File: src/rtl/rv32i_types.sv
// Shared RV32I types: cache-line adaptor state, beat index and line geometry.
package rv32i_types;

  localparam int LINE_WIDTH  = 256;
  localparam int BURST_WIDTH = 64;
  localparam int NUM_BEATS   = LINE_WIDTH / BURST_WIDTH;
  localparam int BEAT_BITS   = $clog2(NUM_BEATS);

  localparam logic [31:0] LINE_OFFSET_MASK = 32'h0000_001f;

  typedef enum logic [1:0] {
    IDLE,
    READ,
    WRITE,
    DONE
  } adaptor_state_t;

  typedef logic [BEAT_BITS-1:0] beat_t;

  function automatic logic [31:0] line_align(
    input logic [31:0] addr
  );
    return addr & ~LINE_OFFSET_MASK;
  endfunction

endpackage

File: src/rtl/cacheline_adaptor.sv
// Splits one 256-bit line read/write into a 4-beat 64-bit memory burst
// and returns a one-cycle completion strobe to the cache arbiter.
module cacheline_adaptor
  import rv32i_types::*;
(
  input  logic                   clk,
  input  logic                   rst,
  input  logic                   pmem_read,
  input  logic                   pmem_write,
  input  logic [31:0]            address_i,
  input  logic [LINE_WIDTH-1:0]  line_i,
  output logic                   adaptor_resp,
  output logic [LINE_WIDTH-1:0]  line_resp,
  input  logic [BURST_WIDTH-1:0] burst_i,
  output logic [BURST_WIDTH-1:0] burst_o,
  output logic [31:0]            address_o,
  output logic                   read_o,
  output logic                   write_o,
  input  logic                   resp_i
);

  localparam beat_t LAST_BEAT = beat_t'(NUM_BEATS - 1);

  adaptor_state_t        state;
  beat_t                 k;
  beat_t                 k_next;
  logic [LINE_WIDTH-1:0] line_buf;

  assign k_next = k + beat_t'(1);

  // address_o doubles as the latched line address for the burst
  always_ff @(posedge clk or posedge rst) begin
    if (rst) begin
      state        <= IDLE;
      k            <= '0;
      line_buf     <= '0;
      line_resp    <= '0;
      burst_o      <= '0;
      address_o    <= '0;
      read_o       <= 1'b0;
      write_o      <= 1'b0;
      adaptor_resp <= 1'b0;
    end else begin
      unique case (state)
        IDLE: begin
          adaptor_resp <= 1'b0;
          k            <= '0;
          if (pmem_write) begin
            address_o <= line_align(address_i);
            line_buf  <= line_i;
            burst_o   <= line_i[BURST_WIDTH-1:0];
            write_o   <= 1'b1;
            state     <= WRITE;
          end else if (pmem_read) begin
            address_o <= line_align(address_i);
            read_o    <= 1'b1;
            state     <= READ;
          end
        end
        READ: begin
          if (resp_i) begin
            line_resp[int'(k)*BURST_WIDTH +: BURST_WIDTH] <= burst_i;
            k <= k_next;
            if (k == LAST_BEAT) begin
              read_o       <= 1'b0;
              adaptor_resp <= 1'b1;
              state        <= DONE;
            end
          end
        end
        WRITE: begin
          if (resp_i) begin
            k       <= k_next;
            burst_o <= line_buf[int'(k_next)*BURST_WIDTH +: BURST_WIDTH];
            if (k == LAST_BEAT) begin
              write_o      <= 1'b0;
              adaptor_resp <= 1'b1;
              state        <= DONE;
            end
          end
        end
        DONE: begin
          adaptor_resp <= 1'b0;
          state        <= IDLE;
        end
      endcase
    end
  end

endmodule

File: config.mk
export PLATFORM = sky130hd
export DESIGN_NAME = cacheline_adaptor
export DESIGN_NICKNAME = d
export VERILOG_FILES = /design/src/rtl/rv32i_types.sv /design/src/rtl/cacheline_adaptor.sv
export SDC_FILE = /design/constraint.sdc
export NUM_CORES = 1
export LEC_CHECK = 0
export CAP_MARGIN = 30
export CORE_AREA = 2 2 277 279
export CTS_BUF_LIST = sky130_fd_sc_hd__clkbuf_2 sky130_fd_sc_hd__clkbuf_4 sky130_fd_sc_hd__clkbuf_8
export DETAILED_ROUTE_END_ITERATION = 7
export DIE_AREA = 0 0 279 281
export SYNTH_ARGS = -nofsm -noshare
export SYNTH_HDL_FRONTEND = slang
export SYNTH_SLANG_ARGS = --single-unit
File: constraint.sdc
create_clock -name clk -period 37.4 [get_ports clk]
set_input_delay 7.48 -clock clk [delete_from_list [all_inputs] [get_ports clk]]
set_output_delay 7.48 -clock clk [all_outputs]
set_load 0.1 [all_outputs]
==> After elaboration in Yosys (flattened, before gate mapping) <==
Index checks and enable logic that the tools add are counted.
{ "totals": {"romBits": 0, "n_memories": 0, "register_bits": 615, "ram_bits": 0, "latchBits": 0, "elab_cells": 67} }
{ "classes": {"bitwise_logic": 0, "add_sub_neg": 2, "n_shift": 3, "reduce_logical": 16, "muxes": 23, "eq_ne": 14, "order_cmp": 0, "n_div": 0, "multipliers": 0} }
{ "ops": {"columns": ["op", "count"], "rows": [
  ["$bwmux W256", 1],
  ["$shift A64 B33 Y256 const A", 1],
  ["$shiftx A256 B9 Y64", 1],
  ["$shiftx A64 B33 Y256", 1],
  ["$mux W64", 2],
  ["$pmux W64 S2", 1],
  ["$mux W32", 2],
  ["$neg A8 Y33", 1],
  ["$ne A2 B2 Y1 const B", 7],
  ["$mux W2", 5],
  ["$reduce_and A2 Y1", 5],
  ["$reduce_bool A2 Y1", 4],
  ["$mux W1", 7],
  ["$eq A2 B2 Y1 const B", 3],
  ["$pmux W1 S2", 3],
  ["$pmux W2 S3", 1],
  ["$reduce_and A3 Y1", 2],
  ["$reduce_and A5 Y1", 1],
  ["$ne A2 B1 Y1 const B", 2],
  ["$pmux W2 S2", 1],
  ["$reduce_and A4 Y1", 1],
  ["$reduce_or A2 Y1", 2],
  ["$ne A3 B3 Y1 const B", 1],
  ["$add A2 B1 Y2 const B", 1],
  ["other kinds (2)", 2]
]} }

==> Depth between registers and ports, before layout <==
Gate-level depths: netlist of the first run.
{ "logic_depth": {"word_depth": 4, "mapped_depth": 11, "depth_no_buf": 5} }

==> Worst setup path before layout of the first run <==
OpenSTA, ideal clock, no wires.
{ "synth_path": {"path_type": "input port to flip-flop", "startpoint": "in pmem_write", "endpoint": "reg line_buf[223]", "t_arrival_ns": 8.649, "t_required_ns": 37.275, "path_buffers": 3, "setup_time_ns": 0.125, "stages": 5, "path_slack_ns": 28.626, "path_cell_list": "and2_1 -> clkbuf_1 -> clkbuf_1 -> buf_2 -> mux2_2"} }
{ "synth_via": {"elab_chain_len": 1} }
{ "synth_lines": {"columns": ["item", "line", "text"], "rows": [
  ["start: declaration", "cacheline_adaptor.sv:9", "input logic pmem_write,"],
  ["$reduce_and A2 Y1 (no source line)", null, null],
  ["end signal: assignment", "cacheline_adaptor.sv:50", "line_buf <= line_i;"],
  ["end: declaration", "cacheline_adaptor.sv:27", "logic [LINE_WIDTH-1:0] line_buf;"]
]} }
No other way between the ends.
A chain may end at the register's enable or synchronous reset.

==> impl_metrics.env, run 1 <==
export IMPL_setup_viol=0
export IMPL_wl_mm=79.0
export IMPL_p_int_mw=2.11
export IMPL_path_cells="clkdlybuf4s50_1 -> inv_8 -> buf_12 -> buf_4 -> buf_4"
export IMPL_p_total_mw=3.93
export IMPL_cts_buffers=105
export IMPL_core_sq_um=75400
export IMPL_track_usage=0.200
export IMPL_drt_initial_drc_count=745
export IMPL_fin_crit_ns=10.22
export IMPL_crit_fanout=159
export IMPL_fin_ws_ns=27.18
export IMPL_rr_endpoint="burst_o[30]$_DFFE_PP0P_"
export IMPL_cts_sinks=610
export IMPL_synth_async_sr_flop_share=1.00
export IMPL_whs_ns=0.499
export IMPL_start_kind="input pin"
export IMPL_swShare=0.463
export IMPL_cts_hold_buf=0
export IMPL_synth_area_sq_um=24600
export IMPL_die_area_sq_um=78400
export IMPL_slowest_delay_ns=0.80
export IMPL_antenna_left=0
export IMPL_drc=0
export IMPL_syn_inst=1521
export IMPL_place_ws_ns=26.23
export IMPL_pwr_share_clk=0.169
export IMPL_r2r_slack_ns=34.21
export IMPL_slew_headroom=0.241
export IMPL_wl_met1_mm=30.3
export IMPL_port_buffers=701
export IMPL_fmaxAchievable_mhz=97.9
export IMPL_critical_path_endpoint="line_buf[194]$_DFFE_PP0P_"
export IMPL_synth_most_common_cell="dfrtp_1"
export IMPL_yosys_top_cells_count="dfrtp_1, mux2_2, a22o_1, mux4_2, buf_2"
export IMPL_met2_wirelength_mm=38.7
export IMPL_worstSetupPathType="input pin to asynchronous set/reset pin"
export IMPL_p_seq_frac=0.276
export IMPL_drt_pass1_iter_count=4
export IMPL_rsz0062_at_grt="false"
export IMPL_synth_top_area_frac=0.620
export IMPL_slew_viol_final=0
export IMPL_r2r_start="k[0]$_DFFE_PP0P_"
export IMPL_ctsResizeCount=0
export IMPL_worstPathArrival_ns=10.92
export IMPL_rr_worst_depth=6
export IMPL_worst_clock_skew_ns=0.0360
export IMPL_nNetsFinal=2647
export IMPL_syn_avg_cell_area_sq_um=16.2
export IMPL_cp_common_cell="buf_4"
export IMPL_drv_cap=0
export IMPL_p_leak_nw=15.3
export IMPL_yosysSeqAreaShare=0.620
export IMPL_ios=712
export IMPL_power_switching_mw=1.82
export IMPL_clk_pin_slew_worst_paths_ns=0.06
export IMPL_synth_edf_count=0
export IMPL_wire_per_inst_microns=23.6
export IMPL_yosys_top_cells_area="dfrtp_1, mux2_2, a22o_1"
export IMPL_crit_family="buffers and inverters"
export IMPL_grt_overflow=0
export IMPL_crit_buf_inv=5
export IMPL_cp_end_kind="asynchronous set/reset pin"
export IMPL_fill_cells=6532
export IMPL_synth_top_flop_cell="dfrtp_1"
export IMPL_grt_pass1_vias=18500
export IMPL_hold_class="flip-flop to flip-flop"
export IMPL_worst_pin_slew_ns=1.14
export IMPL_core_rowCount=101
export IMPL_syn_to_final_growth_pct=46.8
export IMPL_cts_tree="yes"
export IMPL_antenna_found_initial=31
export IMPL_grt_pass1_wl_mm=119
export IMPL_startpoint="rst"
export IMPL_die_x_microns=279
export IMPL_initial_core_util=0.327
export IMPL_wl_met3_mm=7.41
export IMPL_viasPerCell=5.05
export IMPL_vias=16900
export IMPL_top_layer="met5"
export IMPL_ir_drop_mv=0.0568
export IMPL_ys_warnings_count=0
export IMPL_cts_root_buf="clkbuf_8"
export IMPL_hold_viol_final=0
export IMPL_post_cts_buffers=0
export IMPL_yosys_area_top_type="dfrtp_1"
export IMPL_ys_ff_latch=610
export IMPL_fin_setup_tns_ns=0
export IMPL_path_depth=5
export IMPL_grt_max_degree=163
export IMPL_critPathRequiredTime_ns=38.10
export IMPL_ctsLongestPathBuffers=3
export IMPL_ys_types=38
export IMPL_power_per_cell_area_nw_per_um2=109
export IMPL_outcome="finished, final reports clean"
export IMPL_cpMaxStageDelayCell="buf_4"
export IMPL_fin_crit_sh=0.273
export IMPL_die_h_microns=281
export IMPL_dp_hpwl_mm=54.2
export IMPL_final_layout_size_suffix_gt1_frac=0.318
export IMPL_htreeDepth=3
export IMPL_clk_latency_ns=0.69
export IMPL_place_gp_congestion=0.797
export IMPL_comb_power_share=0.555
-- per-layer routing --
layer / vias to the layer above / GRT usage
met4: 36 / 0.0736
met1: 8742 / 0.233
li1: 7292 / -
met2: 681 / 0.333
met3: 177 / 0.0784
met5: - / 0
-- worst min-delay path by stage --
| stage | from | endpoint | slack, ns | depth (start not counted) |
|---|---|---|---|---|
| after CTS | line_buf[188]$_DFFE_PP0P_ | line_buf[188]$_DFFE_PP0P_ | 0.50 | 1 |
| after floorplan | line_buf[214]$_DFFE_PP0P_ | line_buf[214]$_DFFE_PP0P_ | 0.48 | 1 |
| after detailed placement | line_resp[111]$_DFFE_PP0P_ | line_resp[111]$_DFFE_PP0P_ | 0.49 | 1 |
| final | line_buf[234]$_DFFE_PP0P_ | line_buf[234]$_DFFE_PP0P_ | 0.50 | 1 |
| after global routing | line_buf[240]$_DFFE_PP0P_ | line_buf[240]$_DFFE_PP0P_ | 0.51 | 1 |
| after global placement | line_buf[225]$_DFFE_PP0P_ | line_buf[225]$_DFFE_PP0P_ | 0.48 | 1 |
-- kinds of logic (layout without fill, tap and decap cells) --
kind of cell	count (synthesis)	in the layout	synth area share
DFF	610	610	0.620
other	1	19	0.000152
and+or+nand+nor	30	30	0.00808
buffers and inverters	124	959	0.0239
adders and majority gates	10	10	0.00508
AOI/OAI and AO/OA	269	269	0.0944
muxes	477	477	0.249
-- placed cells by master (no fill, tap or decap), drive strengths merged, types with 3 or more instances in the layout --
master,n
diode,14
clkbuf,170
ha,10
conb,5
clkinv,8
buf,71
inv,8
nand2,5
nand2b,3
nor2b,5
mux2,412
a22o,256
nand3,5
mux4,64
o21ai,5
nor2,4
bufinv,4
clkdlybuf4s50,696
dfrtp,610
-- through the flow --
step,cells,instance area (sq um),util
6_report,3352,36200,0.479
3_3_place_gp,3108,32600,0.432
2_1_floorplan,1525,24600,-
4_1_cts,3335,36000,0.478
5_1_grt,3348,36200,0.479
3_5_place_dp,3148,33700,0.447
-- power by group through the flow --
stage	combinational (mW)	clock, mW	sequential (mW)
6_report	2.18	0.665	1.09
5_1_grt	2.26	0.720	1.12
4_1_cts	2.19	0.690	1.09
3_5_place_dp	2.19	0	1.10
3_3_place_gp	2.06	0	1.08
2_1_floorplan	0.641	0	2.01
-- cell type report --
class / instances / area (sq um) / area share
Antenna cell: 14 / 35.0 / 0.000969
Sequential cell: 610 / 15300 / 0.422
Tap cell: 978 / 1220 / 0.0338
Inverter: 5 / 26.3 / 0.000727
Timing Repair Buffer: 767 / 8380 / 0.232
Clock buffer: 170 / 2120 / 0.0586
Multi-Input combinational cell: 791 / 8890 / 0.246
Clock inverter: 17 / 225 / 0.00623
-- state kept, by name, indices dropped and copies added, names as in the netlist --
register      count
adaptor_resp      1
address_o        27
burst_o          64
k                 2
line_buf        256
line_resp       256
read_o            1
state             2
write_o           1
No activity file was read; power rests on OpenSTA's default activity.
==> run 2: changes to the inputs <==
--- a/config.mk
+++ b/config.mk
@@ -6,10 +6,10 @@
 export NUM_CORES = 1
 export LEC_CHECK = 0
 export CAP_MARGIN = 30
-export CORE_AREA = 2 2 277 279
+export CORE_AREA = 2 2 279 281
 export CTS_BUF_LIST = sky130_fd_sc_hd__clkbuf_2 sky130_fd_sc_hd__clkbuf_4 sky130_fd_sc_hd__clkbuf_8
 export DETAILED_ROUTE_END_ITERATION = 7
-export DIE_AREA = 0 0 279 281
+export DIE_AREA = 0 0 281 283
 export SYNTH_ARGS = -nofsm -noshare
 export SYNTH_HDL_FRONTEND = slang
 export SYNTH_SLANG_ARGS = --single-unit
==> constraint.sdc (replaced) <==
create_clock -name clk -period 9.55 [get_ports clk]
set_input_delay 1.91 -clock clk [delete_from_list [all_inputs] [get_ports clk]]
set_output_delay 1.91 -clock clk [all_outputs]
set_load 0.1 [all_outputs]
==> run 2 against run 1 <==
Effect of this change: global-route usage shrank 0.59 points; total power grew to 3.9 times the previous value; final cell count grew 1.8%; flip-flop and latch count is the same; combinational power grew to 3.9 times the previous value; non-clock buffer count grew 2; first-iteration DRC count grew 10%.
==> impl_metrics.env, run 2 (synthesis gave the netlist of run 1 again) <==
export IMPL_rr_worst_depth=7
export IMPL_nNetsFinal=2648
export IMPL_wl_met1_mm=29.4
export IMPL_fin_crit_ns=4.18
export IMPL_clk_pin_slew_worst_paths_ns=0.06
export IMPL_grt_max_degree=179
export IMPL_place_gp_congestion=0.814
export IMPL_worst_pin_slew_ns=1.12
export IMPL_whs_ns=0.500
export IMPL_initial_core_util=0.321
export IMPL_dp_hpwl_mm=52.8
export IMPL_cpMaxStageDelayCell="clkdlybuf4s50_1"
export IMPL_cts_sinks=610
export IMPL_cts_tree="yes"
export IMPL_die_h_microns=283
export IMPL_met2_wirelength_mm=38.2
export IMPL_die_x_microns=281
export IMPL_setup_viol=0
export IMPL_final_common_cell="clkdlybuf4s50_1"
export IMPL_drt_initial_drc_count=820
export IMPL_cts_root_buf="clkbuf_8"
export IMPL_drt_pass1_iter_count=4
export IMPL_fill_cells=6731
export IMPL_crit_family="buffers and inverters"
export IMPL_ctsResizeCount=0
export IMPL_core_sq_um=76700
export IMPL_drv_cap=0
export IMPL_worstSetupPathType="flip-flop to primary output"
export IMPL_cts_buffers=104
export IMPL_wire_per_inst_microns=22.9
export IMPL_grt_pass1_vias=18400
export IMPL_hold_class="flip-flop to flip-flop"
export IMPL_rsz0062_at_grt="false"
export IMPL_top_layer="met5"
export IMPL_dp_cells=3214
export IMPL_reg_top3="line_buf x256, line_resp x256, burst_o x64"
export IMPL_fmaxAchievable_mhz=239
export IMPL_clk_latency_ns=0.71
export IMPL_ios=712
export IMPL_cts_hold_buf=0
export IMPL_slew_viol_final=0
export IMPL_mostFrequentLayoutCells="clkdlybuf4s50_1, dfrtp_1, mux2_2"
export IMPL_crit_buf_inv=1
export IMPL_path_cells="clkdlybuf4s50_1"
export IMPL_min_path_cells=1
export IMPL_final_layout_size_suffix_gt1_frac=0.317
export IMPL_final_cells=3413
export IMPL_wl_mm=78.0
export IMPL_critPathRequiredTime_ns=7.64
export IMPL_track_usage=0.194
export IMPL_antenna_left=0
export IMPL_power_per_cell_area_nw_per_um2=422
export IMPL_ctsLongestPathBuffers=3
export IMPL_dpl_cell_area_sq_um=33900
export IMPL_final_area_sq_um=36200
export IMPL_cp_end_kind="primary output"
export IMPL_grt_pass1_wl_mm=118
export IMPL_worstPathArrival_ns=2.27
export IMPL_core_rowCount=102
export IMPL_viasPerCell=4.94
export IMPL_r2r_slack_ns=6.16
export IMPL_vias=16900
export IMPL_ir_drop_mv=0.274
export IMPL_slowest_delay_ns=1.17
export IMPL_wl_met3_mm=7.50
export IMPL_p_leak_nw=15.2
export IMPL_post_cts_buffers=0
export IMPL_start_kind="flip-flop"
export IMPL_antenna_found_initial=34
export IMPL_syn_to_final_growth_pct=46.8
export IMPL_path_depth=1
export IMPL_outcome="finished, final reports clean"
export IMPL_slew_headroom=0.254
export IMPL_worst_clock_skew_ns=0.0465
export IMPL_drc=0
export IMPL_port_buffers=701
export IMPL_grt_overflow=0
export IMPL_hold_viol_final=0
export IMPL_fin_crit_sh=0.438
export IMPL_htreeDepth=3
export IMPL_crit_fanout=2
export IMPL_die_area_sq_um=79500
## run 2: cell count changes in the layout (fill, tap and decap cells not counted), sizes merged
cell / change
clkbuf: -20
clkinv: +17
bufinv: -2
diode: +2
buf: +1
clkdlybuf4s50: +1
clkinvlp: +1
inv: -1
## run 2: metrics by stage
step	setup slack, ns	setup TNS [ns]	total power [mW]	util
2_1_floorplan	-0.683	-416.69	10.4	-
3_3_place_gp	4.51	0	12.3	0.426
3_5_place_dp	4.84	0	12.9	0.442
4_1_cts	5.26	0	15.4	0.471
5_1_grt	5.28	0	15.9	0.471
6_report	5.37	0	15.3	0.472
## run 2: metal layers
layer / up-vias / track usage
li1: 7308 / -
met1: 8687 / 0.221
met2: 644 / 0.322
met3: 178 / 0.0769
met4: 34 / 0.0811
met5: - / 0
## run 2: where the power goes
| group | leakage, nW | switching, mW | internal [mW] |
|---|---|---|---|
| Sequential | 7.72 | 0.572 | 3.68 |
| Clock | 1.18 | 1.11 | 1.38 |
| Combinational | 6.33 | 5.43 | 3.10 |
## run 2: layout make-up
type	count	area (sq um)	share of cell area
timing repair buffer	769	8440	0.233
multi-input combinational	791	8890	0.246
sequential	610	15300	0.422
inverter	5	22.5	0.000623
clock buffer	150	1960	0.0541
antenna	16	40.0	0.00111
tap	1040	1300	0.0360
clock inverter	32	255	0.00706
## run 2: worst register-to-register path, delay by kind of cell, from the launching register on
kind / cells / cell delay, ns
adders and majority gates: 1 / 0.73
buffers and inverters: 3 / 1.10
DFF: 1 / 0.43
muxes: 3 / 1.02
## run 2: final timing paths
path | startpoint | to
setup / recovery | burst_o[30]$_DFFE_PP0P_ | burst_o[30]
hold / removal | line_resp[10]$_DFFE_PP0P_ | line_resp[10]$_DFFE_PP0P_
setup reg to reg | k[0]$_DFFE_PP0P_ | burst_o[27]$_DFFE_PP0P_
hold reg to reg | line_resp[10]$_DFFE_PP0P_ | line_resp[10]$_DFFE_PP0P_
max in group asynchronous | rst | line_buf[129]$_DFFE_PP0P_
min in group asynchronous | rst | address_o[23]$_DFFE_PP0P_
==> run 3: changes to the inputs <==
--- a/config.mk
+++ b/config.mk
@@ -6,10 +6,10 @@
 export NUM_CORES = 1
 export LEC_CHECK = 0
 export CAP_MARGIN = 30
-export CORE_AREA = 2 2 279 281
+export CORE_AREA = 2 2 275 277
 export CTS_BUF_LIST = sky130_fd_sc_hd__clkbuf_2 sky130_fd_sc_hd__clkbuf_4 sky130_fd_sc_hd__clkbuf_8
 export DETAILED_ROUTE_END_ITERATION = 7
-export DIE_AREA = 0 0 281 283
+export DIE_AREA = 0 0 277 279
 export SYNTH_ARGS = -nofsm -noshare
 export SYNTH_HDL_FRONTEND = slang
 export SYNTH_SLANG_ARGS = --single-unit
==> constraint.sdc (replaced) <==
create_clock -name clk -period 3.48 [get_ports clk]
set_input_delay 0.696 -clock clk [delete_from_list [all_inputs] [get_ports clk]]
set_output_delay 0.696 -clock clk [all_outputs]
set_load 0.1 [all_outputs]
==> run 3 against run 2 <==
Effect of this change: critical path depth stayed put; hold slack lost 0.00064 ns; clock-buffer cell count is 28 higher; core utilization hardly changed; critical endpoint is now line_resp[248].
==> impl_metrics.env, run 3 (synthesis gave the netlist of run 1 again) <==
export IMPL_clk_latency_ns=0.70
export IMPL_dpl_cell_area_sq_um=32600
export IMPL_fmaxAchievable_mhz=344
export IMPL_drv_cap=0
export IMPL_core_sq_um=74100
export IMPL_htreeDepth=3
export IMPL_setup_viol=0
export IMPL_nNetsFinal=2625
export IMPL_start_kind="flip-flop"
export IMPL_reg_top3="line_buf x256, line_resp x256, burst_o x64"
export IMPL_port_buffers=701
export IMPL_die_h_microns=279
export IMPL_grt_busiest_layer="met2"
export IMPL_wire_per_inst_microns=23.3
export IMPL_slew_headroom=0.305
export IMPL_slew_viol_final=0
export IMPL_grt_max_degree=99
export IMPL_die_area_sq_um=77300
export IMPL_antenna_left=0
export IMPL_cts_tree="yes"
export IMPL_outcome="finished, final reports clean"
export IMPL_use_met2=0.334
export IMPL_final_area_sq_um=34900
export IMPL_cts_hold_buf=0
export IMPL_syn_to_final_growth_pct=41.8
export IMPL_hold_viol_final=0
export IMPL_use_met3=0.0791
export IMPL_die_x_microns=277
export IMPL_path_cells="clkdlybuf4s50_1"
export IMPL_slowest_delay_ns=1.15
export IMPL_hold_class="flip-flop to flip-flop"
export IMPL_r2r_slack_ns=0.91
export IMPL_worstSetupPathType="flip-flop to primary output"
export IMPL_crit_buf_inv=1
export IMPL_post_route_util=0.471
export IMPL_fin_crit_ns=2.90
export IMPL_critPathRequiredTime_ns=2.78
export IMPL_worstPathArrival_ns=2.21
export IMPL_grt_pass1_vias=18200
export IMPL_rsz0062_at_grt="false"
export IMPL_cts_root_buf="clkbuf_8"
export IMPL_worst_pin_slew_ns=1.04
export IMPL_drc=0
export IMPL_final_common_cell="dfrtp_1"
export IMPL_antenna_found_initial=28
export IMPL_cp_end_kind="primary output"
export IMPL_grt_overflow=0
export IMPL_ctsResizeCount=0
export IMPL_cts_buffers=107
export IMPL_viasPerCell=5.07
export IMPL_crit_fanout=2
export IMPL_core_rowCount=100
export IMPL_crit_family="buffers and inverters"
export IMPL_fill_cells=6534
export IMPL_fin_setup_tns_ns=0
export IMPL_mostFrequentLayoutCells="dfrtp_1, clkdlybuf4s50_1, mux2_2"
export IMPL_ctsLongestPathBuffers=3
export IMPL_wl_mm=77.3
export IMPL_grt_pass1_wl_mm=117
export IMPL_post_cts_buffers=0
export IMPL_ios=712
export IMPL_drt_pass1_iter_count=5
export IMPL_worst_clock_skew_ns=0.0360
export IMPL_clk_pin_slew_worst_paths_ns=0.06
export IMPL_dp_hpwl_mm=53.6
export IMPL_initial_core_util=0.333
export IMPL_met1_usage=0.224
export IMPL_cpMaxStageDelayCell="clkdlybuf4s50_1"
export IMPL_cts_sinks=610
export IMPL_track_usage=0.198
export IMPL_fin_crit_sh=0.835
export IMPL_drt_initial_drc_count=714
export IMPL_place_gp_congestion=0.826
export IMPL_vias=16800
export IMPL_final_layout_size_suffix_gt1_frac=0.375
export IMPL_whs_ns=0.499
==> run 3: cell count changes in the layout (fill, tap and decap cells not counted), moves of 3 or more <==
cell and delta:
clkinv_2 -22, clkbuf_8 +3, diode_2 -7, clkbuf_4 +25, clkdlybuf4s50_1 -152, buf_12 +19, buf_16 -44, buf_4 +152
==> run 3: layout make-up <==
class                      instances  area [sq um]  area share
antenna                            9          22.5    0.000645
clock buffer                     178          2190      0.0626
clock inverter                     7           100     0.00287
inverter                           5          22.5    0.000645
multi-input combinational        791          8890       0.255
sequential                       610         15300       0.437
tap                              969          1210      0.0347
timing repair buffer             743          7220       0.207
==> run 3: worst paths after layout <==
check                           cells past startpoint                  startpoint                         end
min in group asynchronous                           3                         rst   line_buf[238]$_DFFE_PP0P_
worst min register to register                      1   line_buf[228]$_DFFE_PP0P_   line_buf[228]$_DFFE_PP0P_
worst max-delay path                                1  line_resp[248]$_DFFE_PP0P_              line_resp[248]
worst min-delay path                                1   line_buf[228]$_DFFE_PP0P_   line_buf[228]$_DFFE_PP0P_
worst max register to register                      6            k[0]$_DFFE_PP0P_     burst_o[52]$_DFFE_PP0P_
max in group asynchronous                           4                         rst  line_resp[209]$_DFFE_PP0P_
==> run 3: metrics by stage <==
| stage | worst slack (ns) | instances |
|---|---|---|
| 6_report | 0.575 | 3312 |
| 5_1_grt | 0.460 | 3309 |
| 4_1_cts | 0.470 | 3303 |
| 3_5_place_dp | 0.792 | 3118 |
| 3_3_place_gp | 0.829 | 3118 |
| 2_1_floorplan | -5.54 | 1525 |
==> run 3: routing by layer <==
layer  share of wire  wire length, microns
met4           0.036                  2770
met3           0.090                  6980
met1            0.38                 29000
met5          0.0029                   227
met2            0.49                 38200
Power of run 3 is left out: the tool's default activity adds up to more than one toggle a clock period on the data nets, which glitch-free logic cannot reach.
